===== src/rtl/cpu_mode_pkg.sv =====
// Shared CPU mode definitions for the banked stack-pointer logic.
// Contents: 5-bit CPSR M-field mode constants, the bank index type, the
// switch FSM state type and mode_to_bank(), which maps a mode to its SP bank.
package cpu_mode_pkg;

  localparam logic [4:0] MODE_USR = 5'h10;
  localparam logic [4:0] MODE_FIQ = 5'h11;
  localparam logic [4:0] MODE_IRQ = 5'h12;
  localparam logic [4:0] MODE_SVC = 5'h13;
  localparam logic [4:0] MODE_MON = 5'h16;
  localparam logic [4:0] MODE_ABT = 5'h17;
  localparam logic [4:0] MODE_HYP = 5'h1A;
  localparam logic [4:0] MODE_UND = 5'h1B;
  localparam logic [4:0] MODE_SYS = 5'h1F;

  typedef logic [2:0] bank_idx_t;

  typedef enum logic [1:0] {
    ST_IDLE = 2'd0,
    ST_SAVE = 2'd1,
    ST_LOAD = 2'd2,
    ST_DONE = 2'd3
  } sw_state_t;

  // Returns {valid, bank index}. usr and sys share bank 0.
  function automatic logic [3:0] mode_to_bank(input logic [4:0] m);
    logic [3:0] r;
    r = 4'b0000;
    if (m[4]) begin
      case (m[3:0])
        4'h0, 4'hF: r = {1'b1, 3'd0};
        4'h1:       r = {1'b1, 3'd1};
        4'h2:       r = {1'b1, 3'd2};
        4'h3:       r = {1'b1, 3'd3};
        4'h6:       r = {1'b1, 3'd4};
        4'h7:       r = {1'b1, 3'd5};
        4'hA:       r = {1'b1, 3'd6};
        4'hB:       r = {1'b1, 3'd7};
        default:    r = 4'b0000;
      endcase
    end
    return r;
  endfunction

  // Bank index only; callers use it for modes already known to be mapped.
  function automatic bank_idx_t mode_bank_idx(input logic [4:0] m);
    logic [3:0] r;
    r = mode_to_bank(m);
    return r[2:0];
  endfunction

endpackage


===== src/rtl/sp_bank_rf.sv =====
// Banked SP register file.
// Ports: clk, rst (async, active-high, loads SP_RESET into every entry);
//   we/waddr/wdata  - synchronous write port
//   raddr_a/rdata_a - asynchronous read used by the switch FSM
//   raddr_b/rdata_b - asynchronous read used by the debug port
module sp_bank_rf
  import cpu_mode_pkg::*;
#(
  parameter int             DW        = 32,
  parameter int             NUM_BANKS = 8,
  parameter logic [DW-1:0]  SP_RESET  = 'h20
) (
  input  logic           clk,
  input  logic           rst,
  input  logic           we,
  input  bank_idx_t      waddr,
  input  logic [DW-1:0]  wdata,
  input  bank_idx_t      raddr_a,
  output logic [DW-1:0]  rdata_a,
  input  bank_idx_t      raddr_b,
  output logic [DW-1:0]  rdata_b
);

  logic [DW-1:0] mem_q [NUM_BANKS];

  // Per-entry flops so every entry can take the asynchronous reset value.
  for (genvar gi = 0; gi < NUM_BANKS; gi++) begin : g_entry
    always_ff @(posedge clk or posedge rst) begin
      if (rst) begin
        mem_q[gi] <= SP_RESET;
      end else if (we && (waddr == bank_idx_t'(gi))) begin
        mem_q[gi] <= wdata;
      end
    end
  end

  assign rdata_a = mem_q[raddr_a];
  assign rdata_b = mem_q[raddr_b];

endmodule


===== src/rtl/banked_sp_ctrl.sv =====
// Banked stack-pointer controller.
// Holds the active SP plus one saved SP per processor mode bank and performs
// mode-switch save/restore through an IDLE/SAVE/LOAD/DONE FSM.
// Ports:
//   clk, rst               - clock, asynchronous active-high reset
//   sw_req/sw_mode         - switch request and target mode (IDLE only)
//   sw_ack, busy           - one-cycle completion pulse, FSM not idle
//   sp_dec/sp_inc          - push/pop step of 2^ALIGN
//   sp_we/sp_wdata         - direct active-SP write (low ALIGN bits cleared)
//   sp, cur_mode           - active SP and the mode owning it
//   rd_bank/rd_data        - combinational debug read of a bank entry
//   mode_err/stk_err       - sticky error flags, cleared by err_clr
module banked_sp_ctrl
  import cpu_mode_pkg::*;
#(
  parameter int             DW        = 32,
  parameter int             NUM_BANKS = 8,
  parameter logic [DW-1:0]  SP_RESET  = 'h20,
  parameter int             ALIGN     = 2
) (
  input  logic           clk,
  input  logic           rst,
  input  logic           sw_req,
  input  logic [4:0]     sw_mode,
  output logic           sw_ack,
  output logic           busy,
  input  logic           sp_dec,
  input  logic           sp_inc,
  input  logic           sp_we,
  input  logic [DW-1:0]  sp_wdata,
  output logic [DW-1:0]  sp,
  output logic [4:0]     cur_mode,
  input  logic [2:0]     rd_bank,
  output logic [DW-1:0]  rd_data,
  output logic           mode_err,
  input  logic           err_clr,
  output logic           stk_err
);

  localparam logic [DW-1:0] STEP       = DW'(1) << ALIGN;
  localparam logic [DW-1:0] ALIGN_MASK = ~(STEP - DW'(1));
  localparam logic [DW-1:0] INC_LIMIT  = {DW{1'b1}} - STEP;

  sw_state_t     state_q, state_d;
  logic [DW-1:0] sp_q, sp_d;
  logic [4:0]    cur_mode_q, cur_mode_d;
  logic [4:0]    tgt_mode_q, tgt_mode_d;
  bank_idx_t     tgt_bank_q, tgt_bank_d;
  logic          mode_err_q, mode_err_d;
  logic          stk_err_q, stk_err_d;

  logic [3:0]    sw_map;
  bank_idx_t     cur_bank;
  logic          rf_we;
  logic [DW-1:0] rf_rdata_a;

  assign sw_map   = mode_to_bank(sw_mode);
  assign cur_bank = mode_bank_idx(cur_mode_q);

  sp_bank_rf #(
    .DW        (DW),
    .NUM_BANKS (NUM_BANKS),
    .SP_RESET  (SP_RESET)
  ) u_rf (
    .clk     (clk),
    .rst     (rst),
    .we      (rf_we),
    .waddr   (cur_bank),
    .wdata   (sp_q),
    .raddr_a (tgt_bank_q),
    .rdata_a (rf_rdata_a),
    .raddr_b (rd_bank),
    .rdata_b (rd_data)
  );

  always_comb begin
    state_d    = state_q;
    sp_d       = sp_q;
    cur_mode_d = cur_mode_q;
    tgt_mode_d = tgt_mode_q;
    tgt_bank_d = tgt_bank_q;
    // Clear first so a new error in the same cycle wins.
    mode_err_d = err_clr ? 1'b0 : mode_err_q;
    stk_err_d  = err_clr ? 1'b0 : stk_err_q;
    rf_we      = 1'b0;

    case (state_q)
      ST_IDLE: begin
        if (sp_we) begin
          sp_d = sp_wdata & ALIGN_MASK;
        end else if (sp_dec && sp_inc) begin
          sp_d = sp_q;
        end else if (sp_dec) begin
          if (sp_q < STEP) stk_err_d = 1'b1;
          else             sp_d = sp_q - STEP;
        end else if (sp_inc) begin
          if (sp_q > INC_LIMIT) stk_err_d = 1'b1;
          else                  sp_d = sp_q + STEP;
        end

        if (sw_req) begin
          if (!sw_map[3]) begin
            mode_err_d = 1'b1;
            state_d    = ST_DONE;
          end else if (sw_map[2:0] == cur_bank) begin
            cur_mode_d = sw_mode;
            state_d    = ST_DONE;
          end else begin
            tgt_mode_d = sw_mode;
            tgt_bank_d = sw_map[2:0];
            state_d    = ST_SAVE;
          end
        end
      end
      ST_SAVE: begin
        // sp_q already includes any same-cycle update made with the request.
        rf_we   = 1'b1;
        state_d = ST_LOAD;
      end
      ST_LOAD: begin
        sp_d       = rf_rdata_a;
        cur_mode_d = tgt_mode_q;
        state_d    = ST_DONE;
      end
      ST_DONE: begin
        state_d = ST_IDLE;
      end
      default: state_d = ST_IDLE;
    endcase
  end

  always_ff @(posedge clk or posedge rst) begin
    if (rst) begin
      state_q    <= ST_IDLE;
      sp_q       <= SP_RESET;
      cur_mode_q <= MODE_SYS;
      tgt_mode_q <= MODE_SYS;
      tgt_bank_q <= '0;
      mode_err_q <= 1'b0;
      stk_err_q  <= 1'b0;
    end else begin
      state_q    <= state_d;
      sp_q       <= sp_d;
      cur_mode_q <= cur_mode_d;
      tgt_mode_q <= tgt_mode_d;
      tgt_bank_q <= tgt_bank_d;
      mode_err_q <= mode_err_d;
      stk_err_q  <= stk_err_d;
    end
  end

  assign sp       = sp_q;
  assign cur_mode = cur_mode_q;
  assign sw_ack   = (state_q == ST_DONE);
  assign busy     = (state_q != ST_IDLE);
  assign mode_err = mode_err_q;
  assign stk_err  = stk_err_q;

endmodule


===== config.mk =====
export PLATFORM = sky130hd
export DESIGN_NAME = banked_sp_ctrl
export DESIGN_NICKNAME = d
export VERILOG_FILES = /design/src/rtl/cpu_mode_pkg.sv /design/src/rtl/sp_bank_rf.sv /design/src/rtl/banked_sp_ctrl.sv
export SDC_FILE = /design/constraint.sdc
export NUM_CORES = 1
export LEC_CHECK = 0
export CORE_MARGIN = 3
export CORE_UTILIZATION = 25
export CTS_BUF_LIST = sky130_fd_sc_hd__clkbuf_16
export DETAILED_ROUTE_END_ITERATION = 8
export HOLD_SLACK_MARGIN = 0.05
export PLACE_DENSITY_LB_ADDON = 0.05
export SETUP_SLACK_MARGIN = 0.05
export SLEW_MARGIN = 20
export SYNTH_ARGS = -nofsm -noshare
export SYNTH_HDL_FRONTEND = slang
export SYNTH_HIERARCHICAL = 1
export SYNTH_SLANG_ARGS = --single-unit
export TNS_END_PERCENT = 1

===== constraint.sdc =====
create_clock -name clk -period 21.9 [get_ports clk]
set_input_delay 3.285 -clock clk [delete_from_list [all_inputs] [get_ports clk]]
set_output_delay 3.285 -clock clk [all_outputs]
set_load 0.02 [all_outputs]

==> flow_summary_export.csv <==
group,metric,value,unit
synth,synth.top_cells.by_area,"dfrtp_1, mux2_2, mux4_1, mux4_2, dfstp_2",
detailed_routing,drt_iter0_markers,611,
timing,period_minus_slack,9270,ps
clock_tree,htreeDepth,2,
detailed_routing,ant_nets,0,
finish,finalInstanceArea,21200,um2
floorplan,fp.dieW,273,um
finish,drive_above_1_share,36.1,%
detailed_routing,first_pass_iters,4,
clock_tree,cts_setup_buffers,0,
timing,rsz0062_at_grt,"false",
synth,yosysUniqueCellTypes,76,
clock_tree,postCtsHoldBufs,0,
synth,synth_edf_count,0,
flow_run,maxCapViolCount,0,
finish,final.fill_count,7132,
clock_tree,cts_buffer_depth,3,
clock_tree,cts-root-buf,"clkbuf_16",
synth,synth_area,17800,um2
finish,area_growth,18.9,%
place,dp_hpwl,36900,um
detailed_routing,post_drt_via_cell_ratio,5.03,
timing,hold_violations,0,
global_routing,grt_usage,16.0,%
synth,synth_top_family_by_area,"multiplexers",
finish,fin_util,30.1,%
finish,antenna_cells,0,
pwr,power.density,131,nW/um2
global_routing,grt_pass1_vias,12400,
synth,synth_nets,1318,
status,status,"finished clean",
detailed_routing,drt-wirelength-per-cell,25.5,um
floorplan,std_cell_rows,97,
synth,synth_simple_gate_area_share,6.23,%
finish,final_common_cell,"mux2_2",
critical_path,crit_type,"in -> out",
synth,synthMuxAreaShare,39.8,%
critical_path,cp.required,18620,ps
pwr,leakage,0.00926,uW
synth,ys.flop_type,"dfrtp_1",
critical_path,crit_arrival,5990,ps
place,gp_congestion,0.736,
global_routing,use_met1,21.8,%
global_routing,grt_remaining_overflow,0,
global_routing,grt_max_degree,146,
synth,synth_area_per_cell,14.1,um2
timing,setup_violations,0,
synth,synth_compound_area_share,5.55,%
floorplan,die_area,74500,um2
floorplan,io_pins,120,
detailed_routing,drc,0,
critical_path,worstSetupEndpointType,"primary output",
synth,seq_area_frac_synth,42.9,%
finish,mostFrequentLayoutCells,"mux2_2, dfrtp_1, clkdlybuf4s50_1",
finish,fin_nets,1417,
timing,period_share,42.3,%
global_routing,antenna_found_initial,0,
clock_tree,clock_latency,560,ps
timing,fin_setup_tns,0,ps
worst_hold_path,hold_path_class,"reg -> reg",
timing,whs,492,ps
synth,synthXorXnorAreaFrac,0.933,%
floorplan,initial_core_util,25.3,%
timing,fin_skew,16.5,ps
global_routing,gr-max-usage-layer,"met2",
synth,netlist.top_cell.by_area,"dfrtp_1",
timing,tightestPinTransition,1060,ps
critical_path,path_max_fanout,35,
place,placed_area,19900,um2
detailed_routing,wl,59600,um
synth,yosysTopAreaCellShare,40.1,%
synth,synthAdderAreaFrac,0.604,%
critical_path,startpoint_type,"input port",
global_routing,use_met2,27.0,%
synth,syn_inst,1264,
timing,fmax,0.108,GHz
clock_tree,cts_made_buffers,42,
clock_tree,tritoncts,"done",
synth,synth-seq-cells,305,
global_routing,grt_util_met3,2.43,%
detailed_routing,vias,11800,
global_routing,grt_pass1_wl,88400,um
place,port_buffers,117,
synth,synthArstFlopShare,100,%
synth,synth_warnings,6,
clock_tree,cts.sink_count,305,
floorplan,die_h,273,um
clock_tree,cts_resized,0,
timing,drv_slew,0,
clock_tree,clkTransAtPathRegs,60,ps
timing,maxSlewHeadroom,29.1,%
floorplan,core,70400,um2
pwr,ir_worst_vdd,0.0508,mV
[metrics by stage]
stage | total power [uW] | setup slack, ps | cells
CTS | 2820 | 12510 | 2335
finish | 2770 | 12630 | 2335
floorplan | 1700 | 11590 | 1264
detailed placement | 2160 | 12520 | 2259
global route | 2940 | 12480 | 2335
global placement | 2150 | 12490 | 2259
[power by group]
group	switching [uW]	total, uW	internal, uW
clock	263	639	375
combinational	583	1180	595
sequential	193	948	755
total	1040	2770	1730
[layer usage]
layer / part of all wire, % / vias up
met2: 48 / 211
met4: 1.5 / 0
met5: 0 / -
met1: 47 / 6281
li1: - / 5198
met3: 3.5 / 65
[worst paths after layout]
kind,start,slack (ps),endpoint,cells past startpoint
worst min register to register,u_rf/mem_q[204]$_DFFE_PP0P_,490,u_rf/mem_q[204]$_DFFE_PP0P_,1
max in group asynchronous,rst,17130,u_rf/mem_q[206]$_DFFE_PP0P_,3
worst max-delay path,rd_bank[2],12630,rd_data[6],5
worst min-delay path,u_rf/mem_q[204]$_DFFE_PP0P_,490,u_rf/mem_q[204]$_DFFE_PP0P_,1
worst max register to register,sp[9]$_DFFE_PP0P_,18150,sp[8]$_DFFE_PP0P_,7
min in group asynchronous,rst,3300,u_rf/mem_q[29]$_DFFE_PP0P_,2
[worst max-delay path: stages]
cell and delay [ps]:
buf_4 490, buf_4 650, mux4_1 670, mux2_2 310, clkdlybuf4s50_1 550
[area by class of cell]
type | count | area, um2 | area share [%]
clock buffers | 43 | 1080 | 5.08
inverters | 18 | 75.1 | 0.354
multi-input cells | 838 | 9540 | 45.0
clock inverters | 33 | 185 | 0.874
well taps | 940 | 1180 | 5.55
flip-flops and latches | 305 | 7660 | 36.2
repair buffers | 158 | 1480 | 6.97
[Yosys cell counts (3+ instances only)]
cell and number:
a211oi_1 3, a21oi_1 35, a221o_1 4, a22o_1 7, a32o_1 7, a32oi_1 5
and2_1 3, and3_1 5, and4_1 3, buf_2 33, buf_4 13, buf_6 20
clkbuf_1 33, clkbuf_2 3, dfrtp_1 286, dfstp_2 19, ha_1 7, inv_1 16
mux2_1 10, mux2_2 322, mux2i_1 9, mux4_1 95, mux4_2 33, nand2_1 43
nand2b_1 7, nand3_1 14, nand4_1 11, nand4b_1 4, nor2_1 47, nor3_1 19
nor4_1 5, nor4bb_1 4, o211a_1 3, o211ai_1 3, o21a_1 4, o21ai_0 20
o22ai_1 11, o2bb2ai_1 6, o31ai_1 14, o32ai_1 5, or2_2 6, or3_1 6
xnor2_1 15, xor2_1 4
[state kept, by name, indices dropped and copies added, names as in the netlist]
name,cells
u_rf/mem_q,256
sp,32
state_q,2
tgt_mode_q,5
stk_err,1
tgt_bank_q,3
cur_mode,5
mode_err,1
[cells by family after synthesis]
group	count (synthesis)
multiplexers	471
flip-flops	305
AND/OR/NAND/NOR	197
AO/OA/AOI/OAI	142
buffers and inverters	121
XOR/XNOR	19
adder cells (fa/ha/maj)	9
Power figures use the tool's default switching activity.
